<file path="src/rtl/dc_flit_assembler_if.sv">
// Flit-in / message-out bundle between the ring-node FIFO path and the data cache.
//   master : flit source and cache consumer side (drives flits and dc_done_access)
//   slave  : the assembler (drives in_ready_dc and the download message)
// Ports carried:
//   IN_flit_dc, v_IN_flit_dc, In_flit_ctrl_dc, in_ready_dc   flit handshake
//   dc_done_access                                            cache consumes message
//   v_dc_download, dc_download_flits/len/err                  presented message
//   dc_download_state, dc_drop                                status
interface dc_flit_assembler_if #(
  parameter int unsigned FLIT_W    = 16,
  parameter int unsigned MAX_FLITS = 9,
  parameter int unsigned LEN_W     = 4
);
  logic [FLIT_W-1:0]           IN_flit_dc;
  logic                        v_IN_flit_dc;
  logic [1:0]                  In_flit_ctrl_dc;
  logic                        in_ready_dc;
  logic                        dc_done_access;
  logic                        v_dc_download;
  logic [FLIT_W*MAX_FLITS-1:0] dc_download_flits;
  logic [LEN_W-1:0]            dc_download_len;
  logic                        dc_download_err;
  logic [1:0]                  dc_download_state;
  logic                        dc_drop;

  modport master (
    output IN_flit_dc, v_IN_flit_dc, In_flit_ctrl_dc, dc_done_access,
    input  in_ready_dc, v_dc_download, dc_download_flits, dc_download_len,
           dc_download_err, dc_download_state, dc_drop
  );

  modport slave (
    input  IN_flit_dc, v_IN_flit_dc, In_flit_ctrl_dc, dc_done_access,
    output in_ready_dc, v_dc_download, dc_download_flits, dc_download_len,
           dc_download_err, dc_download_state, dc_drop
  );
endinterface

</file>
<file path="src/rtl/dc_flit_assembler.sv">
// Packs FLIT_W-bit flits into one FLIT_W*MAX_FLITS message for the data cache.
// Framing comes from the 2-bit control code (01 head, 10 body, 11 tail, 00 single).
// An assembly register (A) collects the message; an output register (O) presents it,
// so a new message can assemble while the cache still holds the previous one.
// Ports:
//   clk  rising-edge clock
//   rst  synchronous active-high reset
//   bus  dc_flit_assembler_if.slave: flit handshake in, download message and status out
module dc_flit_assembler #(
  parameter int unsigned FLIT_W    = 16,
  parameter int unsigned MAX_FLITS = 9,
  parameter int unsigned LEN_W     = 4
) (
  input logic                clk,
  input logic                rst,
  dc_flit_assembler_if.slave bus
);

  localparam int unsigned      MsgW   = FLIT_W * MAX_FLITS;
  localparam logic [LEN_W-1:0] MaxLen = LEN_W'(MAX_FLITS);

  localparam logic [1:0] CtrlSingle = 2'b00;
  localparam logic [1:0] CtrlHead   = 2'b01;
  localparam logic [1:0] CtrlTail   = 2'b11;

  typedef enum logic [1:0] {
    StIdle     = 2'b00,
    StAssemble = 2'b01,
    StOverflow = 2'b10,
    StHold     = 2'b11
  } state_e;

  // Slot k lives at [FLIT_W*(MAX_FLITS-k)-1 -: FLIT_W]; the head flit is in the MSBs.
  function automatic logic [MsgW-1:0] put_flit(input logic [MsgW-1:0]   msg,
                                               input logic [LEN_W-1:0]  slot,
                                               input logic [FLIT_W-1:0] flit);
    logic [MsgW-1:0] res;
    res = msg;
    for (int unsigned i = 0; i < MAX_FLITS; i++) begin
      if (slot == LEN_W'(i)) res[FLIT_W*(MAX_FLITS-i)-1 -: FLIT_W] = flit;
    end
    return res;
  endfunction

  state_e           state_q, state_d;
  logic [MsgW-1:0]  a_data_q, a_data_d;
  logic [LEN_W-1:0] a_cnt_q, a_cnt_d;
  logic             a_err_q, a_err_d;
  logic             o_valid_q, o_valid_d;
  logic [MsgW-1:0]  o_data_q, o_data_d;
  logic [LEN_W-1:0] o_len_q, o_len_d;
  logic             o_err_q, o_err_d;
  logic             drop_q, drop_d;

  // Completed message candidate, either built this cycle or taken from A out of HOLD.
  logic             complete;
  logic             start_new;
  logic [MsgW-1:0]  c_data;
  logic [LEN_W-1:0] c_len;
  logic             c_err;
  logic             o_free;

  logic [1:0]        ctrl;
  logic [FLIT_W-1:0] flit;
  logic              flit_v;

  assign ctrl   = bus.In_flit_ctrl_dc;
  assign flit   = bus.IN_flit_dc;
  assign flit_v = bus.v_IN_flit_dc;
  assign o_free = !o_valid_q || bus.dc_done_access;

  always_comb begin
    state_d   = state_q;
    a_data_d  = a_data_q;
    a_cnt_d   = a_cnt_q;
    a_err_d   = a_err_q;
    o_valid_d = o_valid_q;
    o_data_d  = o_data_q;
    o_len_d   = o_len_q;
    o_err_d   = o_err_q;
    drop_d    = 1'b0;
    complete  = 1'b0;
    start_new = 1'b0;
    c_data    = a_data_q;
    c_len     = a_cnt_q;
    c_err     = a_err_q;

    if (o_valid_q && bus.dc_done_access) begin
      o_valid_d = 1'b0;
      o_data_d  = '0;
      o_len_d   = '0;
      o_err_d   = 1'b0;
    end

    unique case (state_q)
      StHold: complete = o_free;
      StIdle: start_new = flit_v;
      StAssemble: begin
        if (flit_v) begin
          if (ctrl == CtrlHead || ctrl == CtrlSingle) begin
            drop_d    = 1'b1;
            start_new = 1'b1;
          end else if (a_cnt_q < MaxLen) begin
            a_data_d = put_flit(a_data_q, a_cnt_q, flit);
            a_cnt_d  = a_cnt_q + 1'b1;
            if (ctrl == CtrlTail) begin
              complete = 1'b1;
              c_data   = a_data_d;
              c_len    = a_cnt_d;
            end
          end else if (ctrl == CtrlTail) begin
            complete = 1'b1;
            c_len    = MaxLen;
            c_err    = 1'b1;
          end else begin
            a_err_d = 1'b1;
            state_d = StOverflow;
          end
        end
      end
      StOverflow: begin
        if (flit_v) begin
          if (ctrl == CtrlHead || ctrl == CtrlSingle) begin
            drop_d    = 1'b1;
            start_new = 1'b1;
          end else if (ctrl == CtrlTail) begin
            complete = 1'b1;
            c_len    = MaxLen;
            c_err    = 1'b1;
          end
        end
      end
    endcase

    // Flit treated as arriving in IDLE (also after a discarded partial message).
    if (start_new) begin
      unique case (ctrl)
        CtrlHead: begin
          a_data_d = put_flit('0, '0, flit);
          a_cnt_d  = LEN_W'(1);
          a_err_d  = 1'b0;
          state_d  = StAssemble;
        end
        CtrlSingle: begin
          complete = 1'b1;
          c_data   = put_flit('0, '0, flit);
          c_len    = LEN_W'(1);
          c_err    = 1'b0;
        end
        default: begin
          drop_d  = 1'b1;
          state_d = StIdle;
        end
      endcase
    end

    if (complete) begin
      if (o_free) begin
        o_valid_d = 1'b1;
        o_data_d  = c_data;
        o_len_d   = c_len;
        o_err_d   = c_err;
        a_cnt_d   = '0;
        a_err_d   = 1'b0;
        state_d   = StIdle;
      end else begin
        a_data_d = c_data;
        a_cnt_d  = c_len;
        a_err_d  = c_err;
        state_d  = StHold;
      end
    end
  end

  always_ff @(posedge clk) begin
    if (rst) begin
      state_q   <= StIdle;
      a_data_q  <= '0;
      a_cnt_q   <= '0;
      a_err_q   <= 1'b0;
      o_valid_q <= 1'b0;
      o_data_q  <= '0;
      o_len_q   <= '0;
      o_err_q   <= 1'b0;
      drop_q    <= 1'b0;
    end else begin
      state_q   <= state_d;
      a_data_q  <= a_data_d;
      a_cnt_q   <= a_cnt_d;
      a_err_q   <= a_err_d;
      o_valid_q <= o_valid_d;
      o_data_q  <= o_data_d;
      o_len_q   <= o_len_d;
      o_err_q   <= o_err_d;
      drop_q    <= drop_d;
    end
  end

  assign bus.in_ready_dc       = (state_q != StHold);
  assign bus.v_dc_download     = o_valid_q;
  assign bus.dc_download_flits = o_data_q;
  assign bus.dc_download_len   = o_len_q;
  assign bus.dc_download_err   = o_err_q;
  assign bus.dc_download_state = state_q;
  assign bus.dc_drop           = drop_q;

endmodule

</file>
<file path="src/flat_wrapper.sv">
// flat-port wrapper written by rule: the top's interface ports become plain ports
module dc_flit_assembler_flat 
#(
  parameter int unsigned FLIT_W    = 16,
  parameter int unsigned MAX_FLITS = 9,
  parameter int unsigned LEN_W     = 4
)
  (clk, rst, bus_IN_flit_dc, bus_v_IN_flit_dc, bus_In_flit_ctrl_dc, bus_dc_done_access, bus_in_ready_dc, bus_v_dc_download, bus_dc_download_flits, bus_dc_download_len, bus_dc_download_err, bus_dc_download_state, bus_dc_drop);
  dc_flit_assembler_if #(.FLIT_W(FLIT_W), .MAX_FLITS(MAX_FLITS), .LEN_W(LEN_W)) bus_i ();
  input logic clk;
  input logic rst;
  input wire logic [$bits(bus_i.IN_flit_dc)-1:0] bus_IN_flit_dc;
  input wire logic [$bits(bus_i.v_IN_flit_dc)-1:0] bus_v_IN_flit_dc;
  input wire logic [$bits(bus_i.In_flit_ctrl_dc)-1:0] bus_In_flit_ctrl_dc;
  input wire logic [$bits(bus_i.dc_done_access)-1:0] bus_dc_done_access;
  output wire logic [$bits(bus_i.in_ready_dc)-1:0] bus_in_ready_dc;
  output wire logic [$bits(bus_i.v_dc_download)-1:0] bus_v_dc_download;
  output wire logic [$bits(bus_i.dc_download_flits)-1:0] bus_dc_download_flits;
  output wire logic [$bits(bus_i.dc_download_len)-1:0] bus_dc_download_len;
  output wire logic [$bits(bus_i.dc_download_err)-1:0] bus_dc_download_err;
  output wire logic [$bits(bus_i.dc_download_state)-1:0] bus_dc_download_state;
  output wire logic [$bits(bus_i.dc_drop)-1:0] bus_dc_drop;
  assign bus_i.IN_flit_dc = bus_IN_flit_dc;
  assign bus_i.v_IN_flit_dc = bus_v_IN_flit_dc;
  assign bus_i.In_flit_ctrl_dc = bus_In_flit_ctrl_dc;
  assign bus_i.dc_done_access = bus_dc_done_access;
  assign bus_in_ready_dc = bus_i.in_ready_dc;
  assign bus_v_dc_download = bus_i.v_dc_download;
  assign bus_dc_download_flits = bus_i.dc_download_flits;
  assign bus_dc_download_len = bus_i.dc_download_len;
  assign bus_dc_download_err = bus_i.dc_download_err;
  assign bus_dc_download_state = bus_i.dc_download_state;
  assign bus_dc_drop = bus_i.dc_drop;
  dc_flit_assembler #(.FLIT_W(FLIT_W), .MAX_FLITS(MAX_FLITS), .LEN_W(LEN_W)) u_core (.clk(clk), .rst(rst), .bus(bus_i));
endmodule
</file>
<file path="config.mk">
export PLATFORM = sky130hd
export DESIGN_NAME = dc_flit_assembler_flat
export DESIGN_NICKNAME = d
export VERILOG_FILES = /design/src/rtl/dc_flit_assembler_if.sv /design/src/rtl/dc_flit_assembler.sv /design/src/flat_wrapper.sv
export SDC_FILE = /design/constraint.sdc
export NUM_CORES = 1
export LEC_CHECK = 0
export CAP_MARGIN = 15
export CORE_MARGIN = 2
export CORE_UTILIZATION = 50
export CTS_CLUSTER_SIZE = 28
export DETAILED_ROUTE_END_ITERATION = 8
export PLACE_DENSITY_LB_ADDON = 0.1
export SLEW_MARGIN = 20
export SYNTH_ARGS = -nofsm -noshare
export SYNTH_HDL_FRONTEND = slang
export SYNTH_SLANG_ARGS = --single-unit
</file>
<file path="constraint.sdc">
create_clock -name clk -period 3.15 [get_ports clk]
set_input_delay 0.63 -clock clk [delete_from_list [all_inputs] [get_ports clk]]
set_output_delay 0.63 -clock clk [all_outputs]
set_load 0.03 [all_outputs]
</file>
==> metrics <==
first-pass GRT wire length 57,750 um; initial antenna violation count 0; Placed Instances 1,741; Final Util 63.02%; top sig layer met4; synthesized-area fraction occupied by and/or/nand/nor cells under 10%; Synth area leaders dfxtp_1 (46%), mux2i_1 (21%), o32ai_1 (7.5%), o31ai_1 (6.4%), nand2_1 (5.4%); critical path's slowest cell ha_1; Final Skew 0.01506 ns; PortBufs 175; largest net degree at the start of global routing 149; final instance area 16,420 um2; largest family of logic cells by synthesized area multiplexers; Placed Area ~15,000 um2; via count roughly 11,000; Adder-Cell Fraction of Synth Area roughly 1.1%; HPWL after detailed placement 22,580 um; Post-Syn Instances 1,326; FP Rows 59; area occupied by multi-input gates about 6500 um2; die width 166.8 um; CTS buffer count 31; Antenna Cells 0; PD cells slightly below 500 nW/um2; Post-DRT Antenna Nets 0; worst slew pin tran 1.078 ns; status complete, no violations; leading cell types in the layout, fill and taps excluded dfxtp_1 (302), mux2i_1 (273), nand2_1 (191); Pre-Repair DR Iteration Count 7; maximum clock path buffer count 3; post-synthesis area per instance about 10 um2; post-synthesis sequential area ratio 45.61%; Syn. warnings 0; GR Util All Layers 25.40%; Clock Sinks 302; CP peak stage delay approximately 0.52 ns; Slew HR 27.89%; drc violations 0; die area 27,830 um2; Critical Path, Cell by Cell inv_1, ha_1, nor2_1, or4_1, a32o_4, buf_12, nand2_1, o31ai_1; GR Overflow Total 0; initial core utilization 50.87%; Root Buffer clkbuf_16; Total Power 8.016 mW; Final nets ~1,500; Logic pwr share 6.1%; layout cells sized above 1 8.362%; crit path max fanout 108; Reg power frac 48.0%; Int Pwr 6.175 mW; cell area after synthesis 13,260 um2; post-CTS setup buffers 0; die height 166.8 um; NetSw 1.841 mW; commonest non-fill, non-tap cell in the layout dfxtp_1; Synth Area in Compound Gates 18.05%; Final Max Slew Viols 0; CTS tree yes; final wirelength between 30,000 and 40,000 um; setup violators final 0; CTS Hold Bufs 0; CTS resizes 0; Worst Hold Class reg2reg; Max-cap violations 0; #FFs+latches synth 302; DRT met1 WL 17,590 um; Reg clk slew, reported paths 0.06 ns; Top FF cell, synth dfxtp_1; worst skew pair latency 0.55 ns; LEAKAGE 5.671 nW; post-synthesis mux area share roughly 21%; WP data required 3.56 ns; metal2 WL around 17,000 um; crit start category register; period utilization about nine tenths; Cell Count, Final, Fillers Out 1,794; Synth Net Count 1,360; crit end category register; maximum clock rate 0.3537 GHz; Ports 176; via-per-instance ratio 6.006; post-synth top area share ~46%; XOR/XNOR share of the synthesized area 0.1322%; routed wire length per instance about 21 um; clock share of power 45.9%; filler cell count approximately 2,200; kind of critical path reg2reg; Core Area between 20,000 and 30,000 um2; RSZ-0062 raised after global routing no; vias in the first global route 10,150; critical path arrival approximately 3.2 ns; VDD IR max 0.3471 mV; Post-synth EDFFs 0; Layout area overhead 23.90%; post-synth cell types 52; Period minus WS final 2.827 ns; Met3 Routed Length 1825 um; Final GP Congestion around 0.84; area leader, netlist dfxtp_1; register area 6046 um2; final setup TNS 0 ns; Starting DRT DRC Count 913; CTS H-tree depth 1; Fin. Hold Viols 0; Switching Share 22.97%; asr flop ratio synth 0%
==> power by group through the flow <==
stage | clock network [mW] | registers, mW | logic, mW
after floorplan | 0 | 3.94 | 0.287
after global placement | 0 | 3.93 | 0.485
after detailed placement | 0 | 3.93 | 0.486
after CTS | 3.74 | 3.84 | 0.487
after global routing | 3.91 | 3.84 | 0.520
final | 3.68 | 3.84 | 0.492
==> kinds of logic (layout without fill, tap and decap cells) <==
family	Yosys count	in the layout
XOR/XNOR	2	2
adder cells (fa/ha/maj)	12	12
buffers and inverters	164	297
multiplexers	274	274
flip-flops	302	302
AND/OR/NAND/NOR	258	258
AO/OA/AOI/OAI	314	314
==> area by class of cell <==
class	count	area share, %
Clock buffer	44	5.447
Clock inverter	9	0.7542
Inverter	7	0.1600
Multi-Input combinational cell	860	39.55
Sequential cell	302	36.81
Tap cell	335	2.552
Timing Repair Buffer	237	14.72
==> state kept, by name (all words and copies together), names as in the netlist <==
signal / cells
u_core.a_data_q: 144
u_core.bus.dc_download_flits: 144
u_core.a_cnt_q: 4
u_core.bus.dc_download_len: 4
u_core.bus.dc_download_state: 2
u_core.a_err_q: 1
u_core.bus.dc_download_err: 1
u_core.bus.dc_drop: 1
u_core.bus.v_dc_download: 1
==> final timing paths <==
kind | from | end | slack (ns) | depth (start not counted)
max reg2reg | u_core.bus.dc_download_state[1]$_SDFF_PP0_ | u_core.bus.dc_download_flits[77]$_SDFF_PP0_ | 0.32 | 8
max | u_core.bus.dc_download_state[1]$_SDFF_PP0_ | u_core.bus.dc_download_flits[77]$_SDFF_PP0_ | 0.32 | 8
min reg2reg | u_core.bus.dc_download_flits[41]$_SDFF_PP0_ | u_core.bus.dc_download_flits[41]$_SDFF_PP0_ | 0.45 | 2
min | u_core.bus.dc_download_flits[41]$_SDFF_PP0_ | u_core.bus.dc_download_flits[41]$_SDFF_PP0_ | 0.45 | 2
==> cells in the mapped netlist (all sizes together) (2+ instances only) <==
library cell,number
a21boi,2
a21o,2
a21oi,9
a22o,16
a31oi,4
and2,3
and3,12
buf,64
clkbuf,93
dfxtp,302
ha,12
inv,7
mux2i,274
nand2,192
nand2b,5
nand3,4
nand4,6
nor2,14
nor2b,6
nor3,6
nor3b,3
nor4,2
o21a,2
o21ai,41
o22ai,5
o31ai,113
o32ai,113
==> routing by layer <==
| layer | vias up | track usage (%) |
|---|---|---|
| met5 | - | 0 |
| met4 | 0 | 5.360 |
| met3 | 46 | 2.638 |
| met2 | 323 | 40.06 |
| met1 | 5272 | 37.67 |
| li1 | 5134 | - |
==> worst max-delay path: cells and delay by family (launching register included) <==
kind,cells,cell delay [ns]
AO/OA/AOI/OAI,2,0.44
buffers and inverters,2,0.33
flip-flops,1,0.45
AND/OR/NAND/NOR,3,0.83
adder cells (fa/ha/maj),1,0.52
==> through the flow <==
stage | hold slack [ns] | setup slack (ns)
after floorplan | 0.4344 | 0.6346
after global placement | 0.4354 | 0.2149
after detailed placement | 0.4391 | 0.2225
after CTS | 0.4528 | 0.3720
after global routing | 0.4739 | 0.1941
final | 0.4472 | 0.3228
(Power assumes the default switching activity.)
